**src/rtl/debug_ctrl_pkg.sv**
```systemverilog
// debug_ctrl_pkg: opcode, status and FSM state encodings shared by the
// debug command sequencer and its dump streamer.
`default_nettype none

package debug_ctrl_pkg;

  localparam logic [3:0] OP_NOP   = 4'd0;
  localparam logic [3:0] OP_RUN   = 4'd1;
  localparam logic [3:0] OP_STEPI = 4'd2;
  localparam logic [3:0] OP_DUMP  = 4'd3;
  localparam logic [3:0] OP_HALT  = 4'd4;

  typedef enum logic [2:0] {
    ST_OK      = 3'd0,
    ST_BREAK   = 3'd1,
    ST_TIMEOUT = 3'd2,
    ST_ABORT   = 3'd3,
    ST_BADCMD  = 3'd4
  } status_e;

  typedef enum logic [2:0] {
    S_IDLE     = 3'd0,
    S_RUN      = 3'd1,
    S_STEP     = 3'd2,
    S_DUMP_RD  = 3'd3,
    S_DUMP_OUT = 3'd4,
    S_DONE     = 3'd5
  } state_e;

endpackage

`default_nettype wire

```
**src/rtl/dbg_dump_streamer.sv**
```systemverilog
// dbg_dump_streamer: walks register file then PC, presenting each word on a
// valid/ready channel with a hold register so stalled words stay stable.
`default_nettype none

module dbg_dump_streamer #(
  parameter int NUM_REGS = 32,
  parameter int DATA_W   = 32,
  parameter int AW       = 5
) (
  input  logic              clk_i,
  input  logic              reset_i,
  input  logic              start_i,
  input  logic              rd_phase_i,
  input  logic              out_phase_i,
  output logic [AW-1:0]     reg_rd_addr_o,
  input  logic [DATA_W-1:0] reg_rd_data_i,
  input  logic [DATA_W-1:0] cpu_pc_i,
  output logic              dump_valid_o,
  output logic [DATA_W-1:0] dump_data_o,
  output logic              dump_last_o,
  input  logic              dump_ready_i,
  output logic              word_done_o,
  output logic              done_o
);

  localparam int IW = $clog2(NUM_REGS + 1);
  localparam logic [IW-1:0] LAST_IDX = IW'(NUM_REGS);

  logic [IW-1:0]     idx_q;
  logic [DATA_W-1:0] hold_q;
  logic              loaded_q;
  logic              last;
  logic              hs;
  logic [DATA_W-1:0] src;

  assign last = (idx_q == LAST_IDX);
  assign src  = last ? cpu_pc_i : reg_rd_data_i;
  assign hs   = out_phase_i && dump_ready_i;

  assign reg_rd_addr_o = (rd_phase_i && !last) ? idx_q[AW-1:0] : '0;
  assign dump_valid_o  = out_phase_i;
  assign dump_last_o   = out_phase_i && last;
  // First output cycle passes read data straight through; later stall cycles replay the held copy.
  assign dump_data_o   = (out_phase_i && !loaded_q) ? src : hold_q;
  assign word_done_o   = hs;
  assign done_o        = hs && last;

  always_ff @(posedge clk_i or posedge reset_i) begin
    if (reset_i) begin
      idx_q    <= '0;
      hold_q   <= '0;
      loaded_q <= 1'b0;
    end else if (start_i) begin
      idx_q    <= '0;
      loaded_q <= 1'b0;
    end else if (out_phase_i) begin
      if (!loaded_q) hold_q <= src;
      loaded_q <= !dump_ready_i;
      if (hs) idx_q <= idx_q + IW'(1);
    end
  end

endmodule

`default_nettype wire

```
**src/rtl/debug_cmd_sequencer.sv**
```systemverilog
// debug_cmd_sequencer: accepts one host debug command at a time, drives the
// core halt line, counts retirements/cycles and streams register dumps.
`default_nettype none

module debug_cmd_sequencer
  import debug_ctrl_pkg::*;
#(
  parameter int NUM_REGS = 32,
  parameter int DATA_W   = 32,
  parameter int ARG_W    = 16,
  localparam int AW      = (NUM_REGS > 1) ? $clog2(NUM_REGS) : 1
) (
  input  logic              clk_i,
  input  logic              reset_i,
  input  logic              cmd_valid_i,
  output logic              cmd_ready_o,
  input  logic [3:0]        cmd_op_i,
  input  logic [ARG_W-1:0]  cmd_arg_i,
  input  logic              cmd_abort_i,
  output logic              cpu_halt_o,
  input  logic              instr_retired_i,
  input  logic              breakpoint_fired_i,
  input  logic [DATA_W-1:0] cpu_pc_i,
  output logic [AW-1:0]     reg_rd_addr_o,
  input  logic [DATA_W-1:0] reg_rd_data_i,
  output logic              dump_valid_o,
  output logic [DATA_W-1:0] dump_data_o,
  output logic              dump_last_o,
  input  logic              dump_ready_i,
  output logic              command_complete_o,
  output logic [2:0]        cmd_status_o
);

  state_e             state_q, state_d;
  status_e            status_q, status_d;
  logic [ARG_W-1:0]   cnt_q, cnt_d;
  logic               bounded_q, bounded_d;
  logic               halt_q;
  logic               dump_start;
  logic               dump_word;
  logic               dump_done;

  always_ff @(posedge clk_i or posedge reset_i) begin
    if (reset_i) begin
      state_q   <= S_IDLE;
      status_q  <= ST_OK;
      cnt_q     <= '0;
      bounded_q <= 1'b0;
      halt_q    <= 1'b1;
    end else begin
      state_q   <= state_d;
      status_q  <= status_d;
      cnt_q     <= cnt_d;
      bounded_q <= bounded_d;
      halt_q    <= !((state_d == S_RUN) || (state_d == S_STEP));
    end
  end

  always_comb begin
    state_d    = state_q;
    status_d   = status_q;
    cnt_d      = cnt_q;
    bounded_d  = bounded_q;
    dump_start = 1'b0;
    unique case (state_q)
      S_IDLE: begin
        if (cmd_valid_i) begin
          case (cmd_op_i)
            OP_NOP, OP_HALT: begin
              state_d  = S_DONE;
              status_d = ST_OK;
            end
            OP_RUN: begin
              state_d   = S_RUN;
              cnt_d     = cmd_arg_i;
              bounded_d = (cmd_arg_i != '0);
            end
            OP_STEPI: begin
              state_d = S_STEP;
              cnt_d   = (cmd_arg_i == '0) ? ARG_W'(1) : cmd_arg_i;
            end
            OP_DUMP: begin
              state_d    = S_DUMP_RD;
              dump_start = 1'b1;
            end
            default: begin
              state_d  = S_DONE;
              status_d = ST_BADCMD;
            end
          endcase
        end
      end
      S_RUN: begin
        if (bounded_q) cnt_d = cnt_q - ARG_W'(1);
        if (cmd_abort_i) begin
          state_d  = S_DONE;
          status_d = ST_ABORT;
        end else if (breakpoint_fired_i) begin
          state_d  = S_DONE;
          status_d = ST_BREAK;
        end else if (bounded_q && (cnt_q == ARG_W'(1))) begin
          state_d  = S_DONE;
          status_d = ST_TIMEOUT;
        end
      end
      S_STEP: begin
        if (cmd_abort_i) begin
          state_d  = S_DONE;
          status_d = ST_ABORT;
        end else if (breakpoint_fired_i) begin
          state_d  = S_DONE;
          status_d = ST_BREAK;
        end else if (instr_retired_i && !halt_q) begin
          cnt_d = cnt_q - ARG_W'(1);
          if (cnt_q == ARG_W'(1)) begin
            state_d  = S_DONE;
            status_d = ST_OK;
          end
        end
      end
      S_DUMP_RD: state_d = S_DUMP_OUT;
      S_DUMP_OUT: begin
        if (dump_done) begin
          state_d  = S_DONE;
          status_d = ST_OK;
        end else if (dump_word) begin
          state_d = S_DUMP_RD;
        end
      end
      S_DONE:  state_d = S_IDLE;
      default: state_d = S_IDLE;
    endcase
  end

  assign cmd_ready_o        = (state_q == S_IDLE) && !reset_i;
  assign command_complete_o = (state_q == S_DONE);
  assign cmd_status_o       = status_q;
  assign cpu_halt_o         = halt_q;

  dbg_dump_streamer #(
    .NUM_REGS (NUM_REGS),
    .DATA_W   (DATA_W),
    .AW       (AW)
  ) u_streamer (
    .clk_i         (clk_i),
    .reset_i       (reset_i),
    .start_i       (dump_start),
    .rd_phase_i    (state_q == S_DUMP_RD),
    .out_phase_i   (state_q == S_DUMP_OUT),
    .reg_rd_addr_o (reg_rd_addr_o),
    .reg_rd_data_i (reg_rd_data_i),
    .cpu_pc_i      (cpu_pc_i),
    .dump_valid_o  (dump_valid_o),
    .dump_data_o   (dump_data_o),
    .dump_last_o   (dump_last_o),
    .dump_ready_i  (dump_ready_i),
    .word_done_o   (dump_word),
    .done_o        (dump_done)
  );

endmodule

`default_nettype wire

```
**config.mk**
```make
export PLATFORM = sky130hd
export DESIGN_NAME = debug_cmd_sequencer
export DESIGN_NICKNAME = d
export VERILOG_FILES = /design/src/rtl/debug_ctrl_pkg.sv /design/src/rtl/dbg_dump_streamer.sv /design/src/rtl/debug_cmd_sequencer.sv
export SDC_FILE = /design/constraint.sdc
export NUM_CORES = 1
export LEC_CHECK = 0
export BUFFER_PORTS_ARGS = -buffer_cell sky130_fd_sc_hd__buf_2
export CELL_PAD_IN_SITES_DETAIL_PLACEMENT = 0
export CELL_PAD_IN_SITES_GLOBAL_PLACEMENT = 1
export CORE_ASPECT_RATIO = 1.25
export CORE_MARGIN = 3
export CORE_UTILIZATION = 32
export CTS_CLUSTER_SIZE = 14
export DETAILED_ROUTE_END_ITERATION = 8
export PLACE_DENSITY = 0.82
export SLEW_MARGIN = 25
export SYNTH_ARGS = -nofsm -noshare
export SYNTH_HDL_FRONTEND = slang
export SYNTH_SLANG_ARGS = --single-unit
```
**constraint.sdc**
```tcl
create_clock -name clk_i -period 2.2 [get_ports clk_i]
set_clock_uncertainty 0.2 [all_clocks]
set_input_delay 0.11 -clock clk_i [delete_from_list [all_inputs] [get_ports clk_i]]
set_output_delay 0.11 -clock clk_i [all_outputs]
set_load 0.005 [all_outputs]
```
==> metrics.cfg <==
[status]
status=finished with violations
failed_checks=negative setup slack

[placed_design]
io_buffers=135
dpl.hpwl_mm=8.833
gp_congestion=0.8584

[timing]
rsz0062_at_grt=true
hold_violations=0
max_freq_ghz=0.4254
setup_ws_ns=-0.1507
worst_slew_pin_slew_ns=0.4729
period_needed_ns=2.351
finalSetupViolations=38
fin_crit_sh_pct=106.9
slew_viol_final=0
hold_ws_ns=0.01002
slew_headroom_pct=68.48

[worst_setup_path]
reg2reg_depth=10
r2r_setup_slack_ns=-0.02
worst_setup_path_start_kind=register
cp-end-kind=primary output
critical_path_class=register to primary output
cp_data_required_time_ns=1.89
critical_path_arrival_ns=2.04
crit_fanout=33

[power]
ir_worst_vdd_mv=0.5709
power.switching_uw=2829
pwr-share-seq_pct=29.5
powerDensity_nw_per_um2=1114
clkPwrFrac_pct=19.6
p_int_uw=4267
sw_frac_of_total_pct=39.87
p_leak_uw=0.002835
p_comb_share_pct=50.9

[floorplan]
dieArea_um2=13180
dieHeight_um=127.6
initial_core_util_pct=33.35
fp.dieW_um=103.3
row_count=43
ios=136
coreArea_um2=11350

[drt]
dr_wl_met3_um=913
drc=0
via_count=4495
route.met2.wl_mm=6.757
top_layer=met4
viasPerCell=5.143
post_drt_wl_per_cell_um=15.83
routed_wl_mm=13.84
drtPass1Iterations=5
drt-initial-drc-count=242
ant_nets=0
wl_met1_mm=5.819

[logic_synthesis]
yosys.area.top_type=dfrtp_1
syn_inst=467
synth_top_family_by_area=simple AND/OR/NAND/NOR gates
synth-edff-count=0
synth_area_um2=3786
synth_fa_ha_area_share_pct=1.322
synthesis.nets=562
synth_seq_cells=63
ys_seq_area_share_pct=41.67
post_synth_and_or_nand_nor_area_fraction_pct=28.45
synth_area_leaders=dfrtp_1 41%, a31oi_1 11%, nand2_1 8.3%
synth.top_cell.area_share_pct=40.98
synth_xor_area_share_pct=1.619
avgSynthCellArea_um2=8.107
synthMuxAreaShare_pct=1.157
yosysUniqueCellTypes=57
ys_warn_count=0
synthArstFlopShare_pct=100.0
synth_ff_type=dfrtp_1
synth-compound-area-share_pct=21.84

[layout]
drive_gt1_share_pct=36.40
diodes=0
final_util_pct=56.13
fin_nets=808
syn_to_final_growth_pct=68.31

[global_routing]
grt_usage_pct=19.83
grt_max_degree=56
grt_pass1_wl_mm=20.56
grt_overflow=0
antenna_found_initial=0
grt_pass1_vias=4341

[worst_hold_path]
hold_path.class=input port to register
hold_depth=3

[clock_network]
cts_tree=yes
clk_pin_slew_ns=0.06
cts_made_buffers=9
clk_latency_ns=0.34
clock-sinks=63
cts_max_path_buffers=2
htree_num_levels=3
root_buffer=clkbuf_16

[job]
cap_violations=0

## kinds of logic (layout without fill, tap and decap cells)
group	count (synthesis)	in the layout
simple gates	219	219
compound gates	134	134
flops	63	63
buf+inv	36	286
xor+xnor	7	7
fa+ha+maj	4	4
mux	4	4
## cell usage in the layout, fill, tap and decap left out, types with 5 or more instances in the layout
cell type / n
nand2_2: 15
nor4_1: 11
a21oi_1: 17
buf_4: 37
nand4_1: 5
dlygate4sd3_1: 81
a31oi_1: 59
a31oi_4: 5
nand2_4: 10
buf_12: 5
clkbuf_16: 11
xor2_1: 5
o21ai_0: 13
o21ai_1: 19
nand2_1: 59
a22oi_1: 6
nor2_1: 65
nor3_1: 11
buf_2: 135
dfrtp_1: 60
## per-layer routing
metal	GRT usage, %	vias to the layer above
met2	35.13	186
met1	23.59	2093
li1	-	2187
met3	3.495	29
met4	7.165	0
met5	0	-
## power by group through the flow
stage                     logic (µW)  registers, µW  clock network [µW]
after CTS                       3330           2080                1430
after detailed placement        3180           2080                   0
after floorplan                 1940           1990                   0
after global placement          3110           2060                   0
after global routing            4000           2150                1480
final                           3610           2090                1390
## synth_stat cells (2+ instances only)
| library cell | instances |
|---|---|
| o21ai_0 | 14 |
| nor3_1 | 11 |
| a22oi_1 | 6 |
| or4_1 | 2 |
| clkbuf_1 | 19 |
| o21ai_1 | 18 |
| nand3_1 | 2 |
| a21oi_1 | 17 |
| nor2b_1 | 3 |
| ha_1 | 4 |
| o31a_1 | 2 |
| a31oi_1 | 65 |
| nor2_2 | 2 |
| nand2_1 | 84 |
| nor4_1 | 12 |
| buf_2 | 7 |
| nand2b_1 | 4 |
| nand4_1 | 5 |
| and3_1 | 3 |
| dfrtp_1 | 62 |
| nor2_1 | 68 |
| xor2_1 | 5 |
| or3_1 | 3 |
| xnor2_1 | 2 |
| o211ai_1 | 2 |
| and2_1 | 3 |
| or2_1 | 3 |
| inv_1 | 7 |
| nor4_4 | 2 |
| mux2_1 | 2 |
| nor3_4 | 2 |
## worst max-delay path, stage by stage, from the launching register on
cell and delay (ns):
dfrtp_1 0.38, inv_2 0.09, ha_4 0.15, nand2_4 0.05
or4_4 0.45, buf_12 0.19, nand2_1 0.14, a31oi_4 0.10
buf_2 0.14
## what timing repair did
action / in CTS / in global routing
setup endpoints to repair: 38 / 45
pin swaps: 0 / 33
hold buffers: 81 / 0
endpoints found under the hold margin: 111 / 0
cloned: 2 / 2
setup buffers: 5 / 8
resized for setup: 13 / 59
## cell type report
cell class,instances,area [µm²]
Tap cell,157,196.4
Fill cell,968,4980
Inverter,7,26.28
Timing Repair Buffer,264,1967
Clock buffer,9,225.2
Clock inverter,6,62.56
Multi-Input combinational cell,368,2315
Sequential cell,63,1580
## sequential cells by signal, indices dropped and copies added (netlist names)
name,cells
bounded_q,1
cmd_status_o,3
cnt_q,16
cpu_halt_o,1
state_q,3
u_streamer.hold_q,32
u_streamer.idx_q,6
u_streamer.loaded_q,1
## final timing paths
kind,startpoint,end
setup reg to reg,u_streamer.idx_q[1]$_DFFE_PP0P_,cmd_status_o[2]$_DFFE_PP0P_
hold / removal,breakpoint_fired_i,state_q[2]$_DFF_PP0_
hold reg to reg,cmd_status_o[1]$_DFFE_PP0P_,cmd_status_o[1]$_DFFE_PP0P_
max in group asynchronous,reset_i,cpu_halt_o$_DFF_PP1_
min in group asynchronous,reset_i,u_streamer.hold_q[26]$_DFFE_PP0P_
setup / recovery,u_streamer.idx_q[1]$_DFFE_PP0P_,dump_data_o[10]
## metrics by stage
| step | cell area, µm² | total power [µW] | setup TNS [ns] | instances | setup slack (ns) |
|---|---|---|---|---|---|
| 5_1_grt | 6372 | 7629 | -8.737 | 874 | -0.2729 |
| 6_report | 6372 | 7096 | -3.855 | 874 | -0.1507 |
| 3_3_place_gp | 4841 | 5167 | 0 | 763 | 0.06512 |
| 4_1_cts | 6051 | 6840 | -3.491 | 866 | -0.1365 |
| 2_1_floorplan | 3786 | 3926 | 0 | 467 | 0.06939 |
| 3_5_place_dp | 4841 | 5256 | -0.01571 | 763 | -0.008298 |
(Power assumes the default switching activity.)
